**config.mk**
```make
export PLATFORM = sky130hd
export DESIGN_NAME = led_event_blinker
export DESIGN_NICKNAME = d
export VERILOG_FILES = /design/src/rtl/led_event_blinker.sv
export SDC_FILE = /design/constraint.sdc
export NUM_CORES = 1
export LEC_CHECK = 0
export ABC_AREA = 0
export BUFFER_PORTS_ARGS = -buffer_cell sky130_fd_sc_hd__buf_2
export CAP_MARGIN = 20
export CORE_MARGIN = 10
export CORE_UTILIZATION = 57
export CTS_CLUSTER_DIAMETER = 100
export CTS_CLUSTER_SIZE = 16
export DETAILED_ROUTE_END_ITERATION = 8
export PLACE_DENSITY = 0.75
export SYNTH_ARGS = -nofsm -noshare
export SYNTH_HDL_FRONTEND = slang
export SYNTH_SLANG_ARGS = --single-unit
```
**constraint.sdc**
```tcl
create_clock -name CLK -period 8.3 [get_ports CLK]
set_clock_uncertainty 0.1 [all_clocks]
set_input_delay 2.075 -clock CLK [delete_from_list [all_inputs] [get_ports CLK]]
set_output_delay 2.075 -clock CLK [all_outputs]
set_load 0.005 [all_outputs]
```
**src/rtl/led_event_blinker.sv**
```systemverilog
// led_event_blinker
// Converts single-cycle event pulses into human-visible LED blinks. Each blink
// is ON_CYCLES cycles lit followed by OFF_CYCLES cycles dark, then at least one
// idle cycle. Events that arrive while a blink is running are queued in a
// saturating pending counter. Once the counter is full, further events are
// dropped and a sticky overflow flag is set.
//
// Ports:
//   CLK            system clock, rising edge
//   RESET_N        asynchronous active-low reset
//   EVENT          one-cycle event request; each high cycle is one event
//   ENABLE         1 = a blink may start from idle; 0 = keep queued events
//   CLEAR_OVERFLOW one-cycle clear of OVERFLOW (a set in the same cycle wins)
//   LED_N          registered LED drive, 0 = lit
//   BUSY           registered, 1 while a blink (on or off phase) is in progress
//   PENDING        queued events that have not yet started a blink
//   OVERFLOW       sticky flag, an event was dropped
module led_event_blinker #(
    parameter int unsigned ON_CYCLES  = 4000000,
    parameter int unsigned OFF_CYCLES = 4000000,
    parameter int unsigned PEND_WIDTH = 4
) (
    input  logic                  CLK,
    input  logic                  RESET_N,
    input  logic                  EVENT,
    input  logic                  ENABLE,
    input  logic                  CLEAR_OVERFLOW,
    output logic                  LED_N,
    output logic                  BUSY,
    output logic [PEND_WIDTH-1:0] PENDING,
    output logic                  OVERFLOW
);

    localparam int unsigned TIMER_W = 32;
    localparam logic [TIMER_W-1:0]    ON_LOAD  = TIMER_W'(ON_CYCLES - 1);
    localparam logic [TIMER_W-1:0]    OFF_LOAD = TIMER_W'(OFF_CYCLES - 1);
    localparam logic [PEND_WIDTH-1:0] PEND_MAX = '1;

    typedef enum logic [1:0] {
        ST_IDLE = 2'd0,
        ST_ON   = 2'd1,
        ST_OFF  = 2'd2
    } state_t;

    state_t                  state_q, state_d;
    logic [TIMER_W-1:0]      timer_q, timer_d;
    logic [PEND_WIDTH-1:0]   pend_q,  pend_d;
    logic                    ovf_q,   ovf_d;
    logic                    led_n_q, led_n_d;
    logic                    busy_q,  busy_d;
    logic                    start_c;

    // State, timer, queue and output registers
    always_ff @(posedge CLK or negedge RESET_N) begin
        if (!RESET_N) begin
            state_q <= ST_IDLE;
            timer_q <= '0;
            pend_q  <= '0;
            ovf_q   <= 1'b0;
            led_n_q <= 1'b1;
            busy_q  <= 1'b0;
        end else begin
            state_q <= state_d;
            timer_q <= timer_d;
            pend_q  <= pend_d;
            ovf_q   <= ovf_d;
            led_n_q <= led_n_d;
            busy_q  <= busy_d;
        end
    end

    // Next-state, timer, pending-queue and output logic
    always_comb begin
        state_d = state_q;
        timer_d = timer_q;
        pend_d  = pend_q;
        ovf_d   = ovf_q;
        led_n_d = 1'b1;
        busy_d  = 1'b0;

        // A blink starts from idle on a queued event or one arriving right now
        start_c = (state_q == ST_IDLE) && ENABLE && ((pend_q != '0) || EVENT);

        case (state_q)
            ST_IDLE: begin
                if (start_c) begin
                    state_d = ST_ON;
                    timer_d = ON_LOAD;
                end
            end
            ST_ON: begin
                if (timer_q == '0) begin
                    state_d = ST_OFF;
                    timer_d = OFF_LOAD;
                end else begin
                    timer_d = timer_q - TIMER_W'(1);
                end
            end
            ST_OFF: begin
                if (timer_q == '0) begin
                    state_d = ST_IDLE;
                end else begin
                    timer_d = timer_q - TIMER_W'(1);
                end
            end
            default: begin
                state_d = ST_IDLE;
                timer_d = '0;
            end
        endcase

        // Queue: next = pending + event - start, saturating; a drop beats a clear
        if (CLEAR_OVERFLOW) begin
            ovf_d = 1'b0;
        end
        if (EVENT && !start_c) begin
            if (pend_q == PEND_MAX) begin
                ovf_d = 1'b1;
            end else begin
                pend_d = pend_q + PEND_WIDTH'(1);
            end
        end else if (!EVENT && start_c) begin
            pend_d = pend_q - PEND_WIDTH'(1);
        end

        // Outputs registered from the next state so they change with it
        led_n_d = (state_d != ST_ON);
        busy_d  = (state_d != ST_IDLE);
    end

    assign LED_N    = led_n_q;
    assign BUSY     = busy_q;
    assign PENDING  = pend_q;
    assign OVERFLOW = ovf_q;

endmodule

```
==> out/results.txt <==
The data arrival time of the critical path is 4.39 ns. The tools report the hold-fix buffer count after cts as 0. The tools report the first-pass iteration count of the detailed router as 4. Measured against the total synthesized area, the mux share comes to 0.8705%. For the setup TNS, the log shows 0 ns. After layout, the design draws a total of 0.4349 mW. After layout, the worst path uses 52.08% of the clock period. The clock tree synthesis step divided the H-tree into 2 levels. The total overflow left after global routing is 0. Across every metal layer, demand over resource in global routing totals 16.35%. After clock tree synthesis, the clock-pin slew on the worst setup and hold paths is 0.08 ns. After synthesis, the share of flip-flops with an asynchronous set or reset is 100.0%. Along the worst hold path, the cell count comes to 2. For the total I/O pin count, the log shows 12. The number of distinct library cell variants in the gate-level netlist after synthesis came out at 60. Largest family of logic cells by synthesized area: simple AND/OR/NAND/NOR gates. Setup repair after global routing left no endpoint under its margin. Summed over all cells, the static leakage comes to 0.9909 nW.

Sorting the synthesized cells by area gives the leading types as dfrtp_1, nand2_1, a21oi_1. In this run the post-CTS setup repair buffer count came out at 0. Averaged over all synthesized cells, the footprint is 9.017 um^2. The max-cap check violation count is 0.

The detailed-route wire length per cell came out at 16.83 um. The clock insertion delay at the later pin of the skew report was 0.30 ns. The run gives 0 as the initial antenna violation count. Maximum fanout encountered on the critical timing path: 17. The tools report the proportion of synthesized chip area in sequential cells as 42.04%. Setup violation total in the final timing report: 0. In this run the standard cell core region covers 0.004086 mm^2. The horizontal die dimension was 85.48 um; the post-detailed-routing wire length was 5536 um.

The congestion estimate from routability-driven global placement came to 0.8576. Summing the areas of all and, or, nand and nor instances in the mapped netlist gives 26.06% of the synthesized area. The tools report the number of antenna-violating nets in the routed design as 0. The worst-case IR drop observed on VDD is 0.0001056 V. The type of element capturing the critical path is a flip-flop. In the synthesized netlist, the number of instances is 271.

The register bit count reported by yosys is 41, and the max-slew violation total from the final report is 0. The die height was 85.48 um; the net count after synthesis was 280. The routed layout has 2,172 vias.

The HPWL after detailed placement is 3770 um. The share of the synthesized area in compound gates (AO/OA/AOI/OAI) came out at 21.76%. Summed over its instances, the top area cell type makes up 40.96% of the synthesized netlist area. The worst pin sits at a relative slew slack of 39.11%. At the worst endpoint, the required time is 8.37 ns. The tools report the number of diodes as 0.

The tools report the clock tree root driver cell as clkbuf_8. At the pin with the least slew margin, the transition time is 0.9133 ns. For the detailed-route DRC error count, the log shows 0. For the number of hold violations in the final report, the log shows 0.

The area growth from synthesis to final layout came out at 6.759%. In this run the power density over the cells is 166.7 mW/mm^2. The worst path in the final design needs a cycle of 4.322 ns, including I/O delays and setup. The tools report the clock net sink count as 41.

The run gives 3.736 ns as the worst setup slack before clock tree synthesis. The path class of the tightest hold or removal check is reg2reg. The mean number of vias per cell is 6.602. The flow ran to the end, and the final reports show no timing, DRC or antenna violations. STA classifies the critical path startpoint as an input pin. Effective utilization at floorplan: 59.80%. For this run, the leading register cell type out of synthesis is dfrtp_1. The upper clock frequency limit was 0.2314 GHz.

The floorplan step defined a die boundary enclosing 0.007306 mm^2. Buffers inserted during clock tree synthesis total 5. The run gives 2,036 as the number of global-route vias before repair.

The synthesized netlist devotes 2.355% of its cell area to adder and majority cells. Buffers placed on the I/O ports in this run total 11. The post-layout worst setup margin is 3.978 ns, and the wire length of the first global-routing pass is 9998 um. The final layout net count came out at 287. The number of instances resized during post-cts repair is 0.

The cell type with the highest aggregate area in the netlist is dfrtp_1. Critical path class: in2reg. Counting flops with a built-in enable in the synthesized netlist gives 0. TritonCTS built the clock tree. The violation count after the first detailed-route iteration was 316; the total of warnings raised by yosys was 0.

After Yosys synthesis, XOR and XNOR cells account for 2.867% of the synthesized area. Entering global routing, the biggest net connects 42 pins. The synthesized netlist occupies a cell area of 0.002444 mm^2. In the final layout, the share of cells above drive strength 1 is 11.47%.

The depth of the most critical reg-to-reg path was 8; the number of standard-cell rows in the floorplan was 23. In this run the deepest clock path goes through 2 buffers.
[Yosys cell counts, drive strengths merged (7+ instances only)]
library cell / count
o21ai: 21
nor3: 14
dfrtp: 40
or3: 8
or4: 9
xnor2: 7
nand3: 10
nand2: 26
inv: 10
nor2: 15
a21oi: 17
[layout by cell type (no fill, tap or decap), types with 2 or more instances in the layout]
| master | count |
|---|---|
| nor2_1 | 15 |
| nor4_1 | 6 |
| a21oi_1 | 16 |
| o31ai_1 | 5 |
| buf_2 | 11 |
| xnor2_1 | 7 |
| nor3b_1 | 2 |
| clkbuf_8 | 7 |
| or3_1 | 8 |
| or4_1 | 8 |
| or4b_1 | 2 |
| o41ai_1 | 2 |
| nand2b_1 | 3 |
| o311ai_0 | 4 |
| o211ai_1 | 4 |
| ha_1 | 3 |
| nand2_1 | 26 |
| inv_1 | 10 |
| o22ai_1 | 4 |
| o21ai_1 | 5 |
| dfrtp_1 | 40 |
| nand3_1 | 10 |
| nand4_1 | 3 |
| nand3b_1 | 3 |
| nor2b_1 | 4 |
| a31oi_1 | 4 |
| a211oi_1 | 3 |
| and2_1 | 4 |
| o21a_1 | 2 |
| o21ai_0 | 16 |
| nor3_1 | 13 |
[metrics by stage]
stage	cells	util (%)	cell area, um^2	hold WS (ns)
6_report	329	63.84	2609	0.4057
5_1_grt	329	63.84	2609	0.4590
4_1_cts	329	63.84	2609	0.4060
3_5_place_dp	321	61.36	2507	0.3863
3_3_place_gp	321	61.36	2507	0.3836
2_1_floorplan	271	-	2444	0.3589
[sequential cells by signal, indices dropped and copies added, names as in the netlist]
register and count:
timer_q 32, LED_N 1, state_q 2, BUSY 1
OVERFLOW 1, PENDING 4
[final timing paths]
| check | slack (ns) | endpoint | startpoint |
|---|---|---|---|
| worst max-delay path | 3.98 | timer_q[11]$_DFFE_PN0P_ | EVENT |
| worst min-delay path | 0.41 | timer_q[20]$_DFFE_PN0P_ | timer_q[20]$_DFFE_PN0P_ |
| worst max register to register | 4.86 | timer_q[8]$_DFFE_PN0P_ | timer_q[0]$_DFFE_PN0P_ |
| worst min register to register | 0.41 | timer_q[20]$_DFFE_PN0P_ | timer_q[20]$_DFFE_PN0P_ |
| max in group asynchronous | 5.72 | timer_q[28]$_DFFE_PN0P_ | RESET_N |
| min in group asynchronous | 1.80 | timer_q[18]$_DFFE_PN0P_ | RESET_N |
[power by group]
group | switching [mW] | internal [mW]
registers | 0.0171 | 0.211
logic | 0.0277 | 0.0323
clock network | 0.0712 | 0.0752
total | 0.116 | 0.319
[per-layer routing]
layer	vias up	routed length, um	GRT usage, %
met5	-	0	0
met4	0	99	6.138
met3	11	333	3.442
met2	73	2486	24.80
met1	1050	2617	22.13
li1	1038	-	-
[cells by family (layout without fill, tap and decap cells)]
logic type,after synthesis,in the layout
muxes,2,2
DFF,41,41
and+or+nand+nor,115,115
xor gates and xnor gates,8,8
buffers and inverters,22,30
AOI/OAI and AO/OA,79,79
adders and majority gates,4,4
[worst max-delay path: stages]
cell       delay [ns]
buf_2            0.12
or3_1            0.32
o221ai_1         0.67
nor2b_1          0.41
a211o_2          0.21
inv_1            0.22
o311ai_0         0.20
o2111ai_1        0.16
[final cells by class]
type / count / area, um^2
fillers: 335 / 1478
flip-flops and latches: 41 / 1027
inverters: 10 / 37.54
repair buffers: 12 / 62.56
multi-input cells: 208 / 1318
clock buffers: 7 / 96.34
clock inverters: 1 / 5.005
well taps: 50 / 62.56
No activity file was read; power rests on OpenSTA's default activity.
